<file path="config.mk">
export PLATFORM = sky130hd
export DESIGN_NAME = reg_write_port
export DESIGN_NICKNAME = d
export VERILOG_FILES = /design/src/rtl/reg_write_port.sv
export SDC_FILE = /design/constraint.sdc
export NUM_CORES = 1
export LEC_CHECK = 0
export CELL_PAD_IN_SITES_DETAIL_PLACEMENT = 0
export CELL_PAD_IN_SITES_GLOBAL_PLACEMENT = 1
export CORE_AREA = 4 4 440 442
export DETAILED_ROUTE_END_ITERATION = 10
export DIE_AREA = 0 0 444 446
export DONT_BUFFER_PORTS = 1
export PLACE_DENSITY = 0.38
export SYNTH_ARGS = -nofsm -noshare
export SYNTH_HDL_FRONTEND = slang
export SYNTH_SLANG_ARGS = --single-unit
</file>
<file path="constraint.sdc">
create_clock -name clock -period 5.4 [get_ports clock]
set_clock_uncertainty 0.05 [all_clocks]
set_input_delay 0.81 -clock clock [delete_from_list [all_inputs] [get_ports clock]]
set_output_delay 0.81 -clock clock [all_outputs]
set_load 0.05 [all_outputs]
</file>
<file path="src/rtl/reg_write_port.sv">
// reg_write_port
//   Write side of the 32x32 register file. A write-back strobe updates one of
//   registers 1..31 (register 0 is hard-wired to zero). All registers are
//   exposed as one flattened bus for the read-port multiplexers. A per-register
//   pending scoreboard and an accepted-write counter let issue logic detect
//   write-after-write hazards before dispatch.
//
// Ports
//   clock       rising-edge clock
//   reset_n     asynchronous active-low reset
//   wr_en       write-back strobe
//   wr_addr     write-back destination register
//   wr_data     write-back data
//   issue_en    request to mark issue_addr pending
//   issue_addr  destination register of the issuing instruction
//   issue_busy  combinational: issue request rejected (WAW hazard)
//   regs_flat   register i at bits [WIDTH*i +: WIDTH]
//   pending     scoreboard, bit i = register i has an outstanding producer
//   wr_count    accepted writes to registers 1..31, modulo 2^CNT_W
//
// Issue handshake: issue_en acts as valid and ~issue_busy as ready. An issue
// is accepted on a rising edge where issue_en=1 and issue_busy=0. While
// issue_busy=1 nothing changes and the issuer holds issue_en/issue_addr
// stable and retries on a later cycle.

module reg_write_port #(
  parameter int WIDTH = 32,
  parameter int CNT_W = 16
) (
  input  logic                clock,
  input  logic                reset_n,
  input  logic                wr_en,
  input  logic [4:0]          wr_addr,
  input  logic [WIDTH-1:0]    wr_data,
  input  logic                issue_en,
  input  logic [4:0]          issue_addr,
  output logic                issue_busy,
  output logic [32*WIDTH-1:0] regs_flat,
  output logic [31:0]         pending,
  output logic [CNT_W-1:0]    wr_count
);

  // One-hot decodes for registers 1..31. Address 0 has no storage and can
  // never be pending, so its decoder output is simply not produced.
  logic [31:1] wr_dec;
  logic [31:1] issue_dec;

  always_comb begin
    wr_dec    = '0;
    issue_dec = '0;
    for (int i = 1; i < 32; i++) begin
      wr_dec[i]    = wr_en    && (wr_addr    == 5'(i));
      issue_dec[i] = issue_en && (issue_addr == 5'(i));
    end
  end

  // A write-back to the same register in the same cycle retires the old
  // producer, so the new issue is not a hazard.
  logic same_reg_wb;
  assign same_reg_wb = wr_en && (wr_addr == issue_addr);

  assign issue_busy = issue_en && (issue_addr != 5'd0) &&
                      pending[issue_addr] && !same_reg_wb;

  // Register 0: always zero, never pending.
  assign regs_flat[WIDTH-1:0] = '0;
  assign pending[0]           = 1'b0;

  logic [31:1] pending_q;

  for (genvar g = 1; g < 32; g++) begin : g_reg
    logic [WIDTH-1:0] data_q;
    logic             set_term;
    logic             clr_term;

    assign set_term = issue_dec[g] && !issue_busy;
    assign clr_term = wr_dec[g];

    always_ff @(posedge clock or negedge reset_n) begin
      if (!reset_n) begin
        data_q <= '0;
      end else if (wr_dec[g]) begin
        data_q <= wr_data;
      end
    end

    // Set has priority over clear: a new producer replaces the retiring one.
    always_ff @(posedge clock or negedge reset_n) begin
      if (!reset_n) begin
        pending_q[g] <= 1'b0;
      end else if (set_term) begin
        pending_q[g] <= 1'b1;
      end else if (clr_term) begin
        pending_q[g] <= 1'b0;
      end
    end

    assign regs_flat[WIDTH*g +: WIDTH] = data_q;
    assign pending[g]                  = pending_q[g];
  end

  always_ff @(posedge clock or negedge reset_n) begin
    if (!reset_n) begin
      wr_count <= '0;
    end else if (wr_en && (wr_addr != 5'd0)) begin
      wr_count <= wr_count + CNT_W'(1);
    end
  end

endmodule

</file>
==> flow_summary_export.csv, run 1 <==
group,metric,value,unit
clock_tree,clk_pin_slew,60,ps
logic_synthesis,synth.avg_cell_area,16.05,um^2
routing,wl_per_cell,33.32,um
timing,finalSetupViolations,0,
outcome,status,"finished clean",
floorplan,std_cell_rows,160,
critical_path,start_kind,"flop",
worst_hold_path,hp-class,"in -> async",
clock_tree,clock_sinks,1039,
floorplan,die_area,198000,um^2
logic_synthesis,synth_seq_cells,1039,
finish,final_nets,2461,
critical_path,endpoint,"issue_busy",
timing,layout_min_cycle_time,4439,ps
timing,worst_pin_slew,1307,ps
logic_synthesis,yosysWarningCount,0,
pwr,leakagePower,0.02080,uW
pwr,p_per_area,576.1,nW/um^2
critical_path,startpoint,"pending[13]",
finish,nFillCells,19470,
critical_path,cp.arrival,3580,ps
placed_design,routabilityCongestion,0.7862,
clock_tree,cts_max_level,3,
critical_path,r2r_end,"pending[28]",
routing,routed_wl,167.6,mm
global_route,grt_pass1_wl,222.0,mm
clock_tree,numCtsBuffers,121,
logic_synthesis,syn_area,39690,um^2
floorplan,die-width,444,um
logic_synthesis,synthXorXnorAreaFrac,0.4413,%
logic_synthesis,synth_mux_area_share,28.63,%
clock_tree,cts-root-buf,"clkbuf_16",
floorplan,die_h,446,um
routing,drc,0,
global_route,grt_max_degree,1040,
clock_tree,cts_tree,"built",
logic_synthesis,synth-compound-area-share,0.9741,%
finish,utilization,24.47,%
logic_synthesis,ys_seq_area_share,65.51,%
job,cap_violations,0,
global_route,antenna_found_initial,22,
routing,via_count,21600,
timing,min_period_over_period,82.21,%
logic_synthesis,synthAdderAreaFrac,0.03152,%
critical_path,worstPathRequired,4540,ps
finish,syn_to_final_growth,16.89,%
clock_tree,clockBufferDepth,3,
floorplan,ios,1119,
logic_synthesis,syn_inst,2473,
routing,postRouteAntennaNets,0,
critical_path,r2r_slack,2630,ps
floorplan,start_util,20.94,%
placed_design,dp_slack,1591,ps
clock_tree,clock_latency,730,ps
placed_design,hpwl,113.0,mm
timing,final_max_slew_viol_count,0,
timing,fin_ws,960.6,ps
routing,dr.pass1.iters,5,
pwr,peakVddDrop,0.0002599,V
global_route,grt_util_all_layers,16.35,%
timing,rsz0062_at_grt,"no",
finish,drive_gt1_share,49.94,%
global_route,grt_pass1_vias,22680,
timing,fmax,225.3,MHz
routing,vias_per_cell,4.295,
placed_design,port_buffers,0,
routing,first_iter_violations,1419,
logic_synthesis,synth_top_family_by_area,"multiplexers",
global_route,grt_overflow,0,
critical_path,crit_type,"reg -> out",
clock_tree,cts_setup_buffers,0,
critical_path,critPathCaptureType,"primary output",
clock_tree,ctsResizeCount,0,
timing,tns,0,ps
timing,finalHoldViolCount,0,
critical_path,worstReg2RegStart,"pending[13]",
critical_path,reg2regPathDepth,5,
logic_synthesis,synth_cell_type_count,38,
timing,whs,144.2,ps
timing,maxSlewHeadroom,12.69,%
floorplan,core-area,189600,um^2
logic_synthesis,synthSimpleGateAreaFrac,1.299,%
critical_path,worst-path-max-fanout,32,
-- critical path, stage by stage, from the launching register on --
cell	delay (ps)
dfrtp_1	590
mux4_2	550
or2_0	210
a41o_1	240
o221ai_4	760
inv_1	480
-- worst min path at each step --
stage	from	slack, ps	endpoint	cells past startpoint
6_report	reset_n	140	g_reg[5].data_q[28]	1
5_1_grt	wr_data[10]	80	g_reg[25].data_q[10]	1
4_1_cts	reset_n	-390	g_reg[18].data_q[6]	0
3_5_place_dp	reset_n	500	g_reg[18].data_q[6]	0
3_3_place_gp	reset_n	490	g_reg[18].data_q[6]	0
2_1_floorplan	reset_n	460	g_reg[10].data_q[0]	0
-- sequential cells by signal, summed over array words and instances (netlist names) --
register	count
wr_count	16
g.data_q	992
pending	31
-- cells in the final DEF (no fill, tap or decap), types with 2 or more instances in the layout --
cell type,instances
and3_2,4
nand2b_1,6
clkbuf_16,124
nand2b_2,2
nor2_1,14
or4_1,3
conb_1,33
mux2i_1,3
xnor2_1,11
diode_2,5
nor2_4,9
nor2b_1,5
and3_1,6
xor2_1,9
nand3b_1,2
mux4_1,4
mux2_2,995
clkbuf_1,29
buf_16,6
and2_2,2
nand2_2,9
nand3_1,11
buf_4,29
inv_1,19
clkinv_2,24
o21ai_0,2
bufinv_16,7
clkinv_4,4
nand2_1,8
clkbuf_8,32
a32o_1,31
nand4_1,6
nor3_1,6
dfrtp_1,1039
-- synth_stat cells --
| master | number | area share [%] |
|---|---|---|
| o21a_1 | 1 | 0.019 |
| nor3_1 | 7 | 0.088 |
| nor2b_1 | 5 | 0.079 |
| or4_1 | 3 | 0.057 |
| nand2b_1 | 8 | 0.13 |
| and2_1 | 3 | 0.047 |
| nand4_1 | 6 | 0.095 |
| a41o_1 | 1 | 0.025 |
| a221oi_1 | 1 | 0.022 |
| o211ai_1 | 1 | 0.019 |
| or2_0 | 1 | 0.016 |
| nor4_1 | 1 | 0.016 |
| clkbuf_1 | 130 | 1.2 |
| dfrtp_1 | 1039 | 66 |
| buf_1 | 32 | 0.30 |
| nand3_1 | 11 | 0.14 |
| mux2i_1 | 3 | 0.076 |
| o21ai_0 | 2 | 0.025 |
| xnor2_1 | 11 | 0.24 |
| and4_1 | 1 | 0.022 |
| ha_1 | 1 | 0.032 |
| buf_2 | 51 | 0.64 |
| a31oi_1 | 1 | 0.016 |
| nand2_1 | 18 | 0.17 |
| xor2_1 | 9 | 0.20 |
| nor4_2 | 1 | 0.032 |
| nor2_1 | 23 | 0.22 |
| a32o_1 | 31 | 0.78 |
| buf_4 | 34 | 0.64 |
| o221ai_4 | 1 | 0.066 |
| conb_1 | 1 | 0.0094 |
| mux4_1 | 4 | 0.26 |
| nand3b_1 | 2 | 0.038 |
| and3_1 | 10 | 0.16 |
| mux2_2 | 995 | 28 |
| mux4_2 | 1 | 0.057 |
| inv_1 | 19 | 0.18 |
| buf_6 | 4 | 0.11 |
-- logic make-up (layout without fill, tap and decap cells) --
group                    Yosys count  count (layout)
XOR/XNOR                          20              20
other                              1              38
adder cells (fa/ha/maj)            1               1
AND/OR/NAND/NOR                  100             100
flip-flops                      1039            1039
AO/OA/AOI/OAI                     39              39
buffers and inverters            270             278
multiplexers                    1003            1003
-- per-stage QoR --
step                instance area (um^2)  std cells  total power [uW]
floorplan                          39810       2505             17230
global placement                   42130       4794             18430
detailed placement                 42150       4795             18490
CTS                                46210       5017             26990
global route                       46390       5027             27690
finish                             46390       5029             26730
-- layout make-up --
cell class / instances / area (um^2) / area share (%)
antenna: 5 / 12.51 / 0.02697
clock buffer: 185 / 3652 / 7.872
clock inverter: 37 / 402.9 / 0.8684
inverter: 19 / 71.32 / 0.1537
multi-input combinational: 1196 / 12700 / 27.37
sequential: 1039 / 26000 / 56.04
tap: 2511 / 3142 / 6.772
timing repair buffer: 37 / 412.9 / 0.8900
-- where the power goes --
part / leakage, uW / total (uW) / switching [uW] / internal (uW)
sequential: 0.0133 / 16600 / 7400 / 9190
clock: 0.00201 / 8320 / 3360 / 4950
combinational: 0.00550 / 1820 / 656 / 1160
total: 0.0208 / 26700 / 11400 / 15300
-- metal layers --
| metal | track usage [%] | share of wire [%] |
|---|---|---|
| met5 | 0 | 0 |
| met4 | 5.156 | 3.0 |
| met3 | 7.024 | 10 |
| met2 | 29.23 | 51 |
| met1 | 17.31 | 35 |
(Power assumes the default switching activity.)
==> run 2, diff against run 1 <==
- clock period: 5.4 -> 4.62 ns (I/O delays scaled with it)
==> run 2 against run 1 <==
Utilization up 0.64 points; via count increased by 2.5%; worst setup slack got worse by 98 ps; clock power is 21% higher; non-clock buffer count grew 57; critical path depth unchanged; die area stayed put; sequential power rose by 17%; critical endpoint is now g_reg[31].data_q[10].
==> flow_summary_export.csv, run 2 (synthesized netlist as in run 1, its figures left out) <==
group,metric,value,unit
critical_path,cp.arrival,4500,ps
worst_hold_path,hold-path-cell-count,1,
timing,final_max_slew_viol_count,0,
outcome,status,"finished clean",
floorplan,std_cell_rows,160,
routing,wl_per_cell,34.92,um
routing,dr.pass1.iters,5,
critical_path,start_kind,"input pin",
clock_tree,numCtsBuffers,130,
clock_tree,postCtsHoldBufs,52,
timing,finalHoldViolCount,0,
timing,min_period_over_period,81.32,%
global_route,grt_pass1_vias,22950,
routing,drc,0,
clock_tree,cts_setup_buffers,0,
critical_path,worstPathRequired,5360,ps
clock_tree,cts-root-buf,"clkbuf_16",
finish,syn_to_final_growth,19.94,%
global_route,grt_pass1_wl,233.6,mm
timing,whs,128.4,ps
global_route,antenna_found_initial,20,
timing,worst_pin_slew,1193,ps
worst_hold_path,hp-class,"in -> reg",
critical_path,reg2regPathDepth,6,
routing,via_count,22140,
critical_path,worst-path-max-fanout,201,
job,cap_violations,0,
finish,max_flop_register,"g.data_q",
global_route,grt_max_degree,1040,
clock_tree,cts_tree,"built",
routing,routed_wl,178.0,mm
pwr,p_per_area,672.8,nW/um^2
clock_tree,cts_max_level,4,
finish,final_common_cell,"dfrtp_1",
timing,tns,0,ps
floorplan,die_area,198000,um^2
routing,vias_per_cell,4.343,
timing,maxSlewHeadroom,20.47,%
clock_tree,clock_latency,780,ps
critical_path,crit_type,"in -> async",
floorplan,ios,1119,
floorplan,start_util,20.94,%
placed_design,hpwl,113.5,mm
global_route,grt_util_all_layers,17.41,%
timing,rsz0062_at_grt,"no",
floorplan,core-area,189600,um^2
timing,finalSetupViolations,0,
timing,layout_min_cycle_time,3757,ps
clock_tree,clockBufferDepth,3,
finish,drive_gt1_share,50.37,%
placed_design,port_buffers,0,
routing,postRouteAntennaNets,0,
finish,largest_register_ffs,992,
pwr,leakagePower,0.02132,uW
pwr,peakVddDrop,0.0002949,V
clock_tree,clock_sinks,1039,
floorplan,die-width,444,um
critical_path,r2r_slack,2060,ps
timing,fmax,266.2,MHz
floorplan,die_h,446,um
routing,first_iter_violations,1231,
placed_design,routabilityCongestion,0.7935,
critical_path,critPathCaptureType,"async pin",
finish,final_nets,2527,
global_route,grt_overflow,0,
clock_tree,clk_pin_slew,60,ps
finish,final_cell_mix,"1039 x dfrtp_1, 995 x mux2_2, 131 x clkbuf_16",
clock_tree,ctsResizeCount,0,
[run 2: cell count changes in the layout (fill, tap and decap cells not counted), moves of 3 or more]
cell,before,now
clkbuf_16,124,131
clkinvlp_4,1,4
clkinv_2,24,19
bufinv_16,7,4
clkinv_8,0,6
inv_6,0,3
diode_2,5,12
inv_16,0,3
clkbuf_8,32,24
buf_12,1,11
buf_4,29,35
dlygate4sd3_1,1,21
buf_16,6,27
[run 2: stage by stage]
stage          area, um^2  total power, uW  instances  setup WS (ps)  utilization [%]
4_1_cts             47400            32350       5079          911.1            25.00
5_1_grt             47580            33170       5089          325.3            25.10
3_3_place_gp        42180            21580       4800           1508            22.25
2_1_floorplan       39810            20140       2505           1577                -
6_report            47600            32030       5098          862.9            25.11
3_5_place_dp        42180            21650       4800           1486            22.25
[run 2: worst paths after layout]
kind,endpoint,start
max,g_reg[31].data_q[10],reset_n
min reg2reg,wr_count[15],wr_count[15]
min,g_reg[18].data_q[19],wr_data[19]
max in group clock,issue_busy,pending[3]
max reg2reg,pending[5],pending[13]
min in group asynchronous,g_reg[24].data_q[2],reset_n
[run 2: routing by layer]
layer / track usage, % / up-vias / part of all wire [%]
li1: - / 8642 / -
met1: 18.51 / 12220 / 35
met2: 31.07 / 1059 / 52
met3: 7.309 / 222 / 10
met4: 5.745 / 0 / 3.4
met5: 0 / - / 0
[run 2: power breakdown]
group | internal, uW | switching, uW
combinational | 1440 | 1060
clock | 5880 | 4200
sequential | 10700 | 8700
[run 2: area by class of cell]
type / count / area [um^2]
Timing Repair Buffer: 94 / 1436
Sequential cell: 1039 / 26000
Tap cell: 2511 / 3142
Clock buffer: 184 / 3717
Multi-Input combinational cell: 1196 / 12700
Fill cell: 19430 / 142000
Antenna cell: 12 / 30.03
Clock inverter: 43 / 506.7
Inverter: 19 / 71.32
[run 2: critical path, stage by stage]
cell and delay [ps]:
dlygate4sd3_1 680, buf_16 620, buf_16 650, buf_16 500, buf_16 570
==> run 3, diff against run 2 <==
- PLACE_DENSITY: 0.38 -> 0.39
- clock period: 4.62 -> 3.3 ns (I/O delays scaled with it)
==> run 3 against run 2 <==
The run now ends with negative hold slack left; count of clock-buffer cells in the layout is 4 lower; worst setup slack got worse by 700 ps; die area stayed put.
==> flow_summary_export.csv, run 3 (synthesized netlist as in run 1, its figures left out) <==
group,metric,value,unit
routing,wl_met3,16.00,mm
finish,final_common_cell,"dfrtp_1",
routing,dr.pass1.iters,5,
routing,wl_per_cell,33.10,um
critical_path,max_stage_delay,590,ps
floorplan,die_area,198000,um^2
clock_tree,cts_setup_buffers,0,
floorplan,ios,1119,
routing,top_layer,"met4",
finish,syn_to_final_growth,20.26,%
routing,drc,0,
routing,vias_per_cell,4.340,
critical_path,r2r_slack,920,ps
critical_path,endpoint,"issue_busy",
job,cap_violations,0,
finish,utilization,25.18,%
timing,min_period_over_period,95.08,%
pwr,pwr-share-comb,8.2,%
timing,whs,-618.3,ps
clock_tree,clockBufferDepth,3,
critical_path,worst-path-stages,6,
critical_path,worstReg2RegStart,"pending[23]",
pwr,p_sw,19170,uW
finish,final_cell_mix,"1026 x dfrtp_1, 995 x mux2_2, 123 x clkbuf_16",
critical_path,crit_type,"reg -> out",
pwr,clockPowerShare,31.7,%
clock_tree,cts_tree,"built",
timing,tns,0,ps
clock_tree,cts-root-buf,"clkbuf_16",
routing,routed_wl,168.0,mm
timing,fmax,318.7,MHz
finish,nFillCells,19390,
global_route,grt_pass1_wl,224.9,mm
critical_path,r2r_end,"pending[30]",
finish,largest_register_ffs,992,
timing,worst_pin_slew,1456,ps
clock_tree,clock_latency,750,ps
critical_path,start_kind,"flop",
pwr,leakagePower,0.02138,uW
critical_path,cp_slowest_cell,"dfrtp_1",
placed_design,hpwl,110.6,mm
floorplan,start_util,20.94,%
pwr,p_per_area,941.6,nW/um^2
critical_path,crit_family,"flip-flops",
outcome,violations,"negative hold slack",
clock_tree,cts_max_level,3,
critical_path,critPathBufInv,2,
timing,final_max_slew_viol_count,0,
routing,drt-met1-wl,60.04,mm
pwr,p_int,25780,uW
critical_path,worst-path-max-fanout,3,
routing,via_count,22030,
pwr,switching_share,42.64,%
routing,wl_met2,87.43,mm
timing,finalHoldViolCount,210,
timing,rsz0062_at_grt,"no",
outcome,status,"finished, violations left",
clock_tree,numCtsBuffers,121,
worst_hold_path,hp-class,"in -> async",
critical_path,worstPathRequired,2750,ps
clock_tree,clk_pin_slew,60,ps
placed_design,routabilityCongestion,0.7634,
floorplan,core-area,189600,um^2
pwr,peakVddDrop,0.0004215,V
finish,drive_gt1_share,51.39,%
finish,max_flop_register,"g.data_q",
routing,first_iter_violations,1313,
critical_path,cp.arrival,2590,ps
timing,finalSetupViolations,0,
global_route,grt_pass1_vias,23320,
placed_design,placed_cell_area,42410,um^2
finish,fin_area,47730,um^2
critical_path,critPathCaptureType,"primary output",
timing,layout_min_cycle_time,3138,ps
floorplan,std_cell_rows,160,
global_route,grt_overflow,0,
clock_tree,postCtsHoldBufs,38,
finish,final_nets,2514,
critical_path,reg2regPathDepth,6,
global_route,grt_util_all_layers,16.45,%
pwr,seqPwrFrac,60.1,%
placed_design,port_buffers,0,
floorplan,die_h,446,um
clock_tree,clock_sinks,1039,
floorplan,die-width,444,um
critical_path,startpoint,"pending[23]",
routing,postRouteAntennaNets,0,
global_route,grt_max_degree,1040,
global_route,antenna_found_initial,17,
critical_path,crit_chain,"mux4_1 > nand3b_1 > o21ai_0 > o221ai_4 > inv_2 > buf_6",
timing,maxSlewHeadroom,2.953,%
[run 3: cell types whose count changed in the layout (fill, tap and decap cells not counted), sizes merged]
| cell | previous run | this run |
|---|---|---|
| buf | 73 | 84 |
| diode | 12 | 1 |
| dlygate4sd3 | 21 | 6 |
| clkbuf | 184 | 180 |
| inv | 25 | 22 |
| clkinv | 29 | 17 |
| bufinv | 4 | 15 |
[run 3: how the worst min path moves through the flow]
stage | to | startpoint | depth (start not counted)
after floorplan | g_reg[10].data_q[0] | reset_n | 0
after detailed placement | g_reg[5].data_q[2] | reset_n | 0
final | g_reg[5].data_q[2] | reset_n | 0
after global routing | g_reg[5].data_q[2] | reset_n | 0
after CTS | g_reg[5].data_q[10] | reset_n | 0
after global placement | g_reg[9].data_q[2] | reset_n | 0
[run 3: power by group through the flow]
stage / Combinational, uW / Sequential (uW) / Clock [uW]
2_1_floorplan: 2590 / 25600 / 0
3_3_place_gp: 2780 / 27400 / 0
3_5_place_dp: 2930 / 27300 / 0
4_1_cts: 3470 / 27100 / 14800
5_1_grt: 4060 / 27200 / 15200
6_report: 3670 / 27000 / 14300
[run 3: final cells by class]
cell class | instances | area, um^2 | share of cell area, %
Sequential cell | 1039 | 26020 | 54.50
Multi-Input combinational cell | 1196 | 12700 | 26.62
Clock buffer | 180 | 3602 | 7.547
Tap cell | 2511 | 3142 | 6.582
Timing Repair Buffer | 90 | 1562 | 3.271
Clock inverter | 39 | 633.1 | 1.326
Inverter | 19 | 71.32 | 0.1494
Antenna cell | 1 | 2.502 | 0.005242
[run 3: timing repair]
| action | in CTS | in global routing |
|---|---|---|
| hold endpoints to repair | 2044 | 127 |
| pin swaps | 2 | 0 |
| resized for setup | 12 | 6 |
| setup endpoints to repair | 1 | 1 |
[run 3: per-layer routing]
layer  global-route usage, %  vias to the layer above
met1                   17.80                    12270
met2                   29.56                      976
met3                   6.428                      186
met4                   4.977                        0
met5                       0                        -
li1                        -                     8591
[run 3: metrics by stage]
| stage | setup slack (ps) | total power, uW | instances |
|---|---|---|---|
| after floorplan | 653.4 | 28190 | 2505 |
| after global placement | 694.6 | 30150 | 4812 |
| after detailed placement | 583.2 | 30270 | 4812 |
| after CTS | 0.3841 | 45340 | 5069 |
| after global routing | 21.23 | 46510 | 5074 |
| final | 162.5 | 44940 | 5075 |
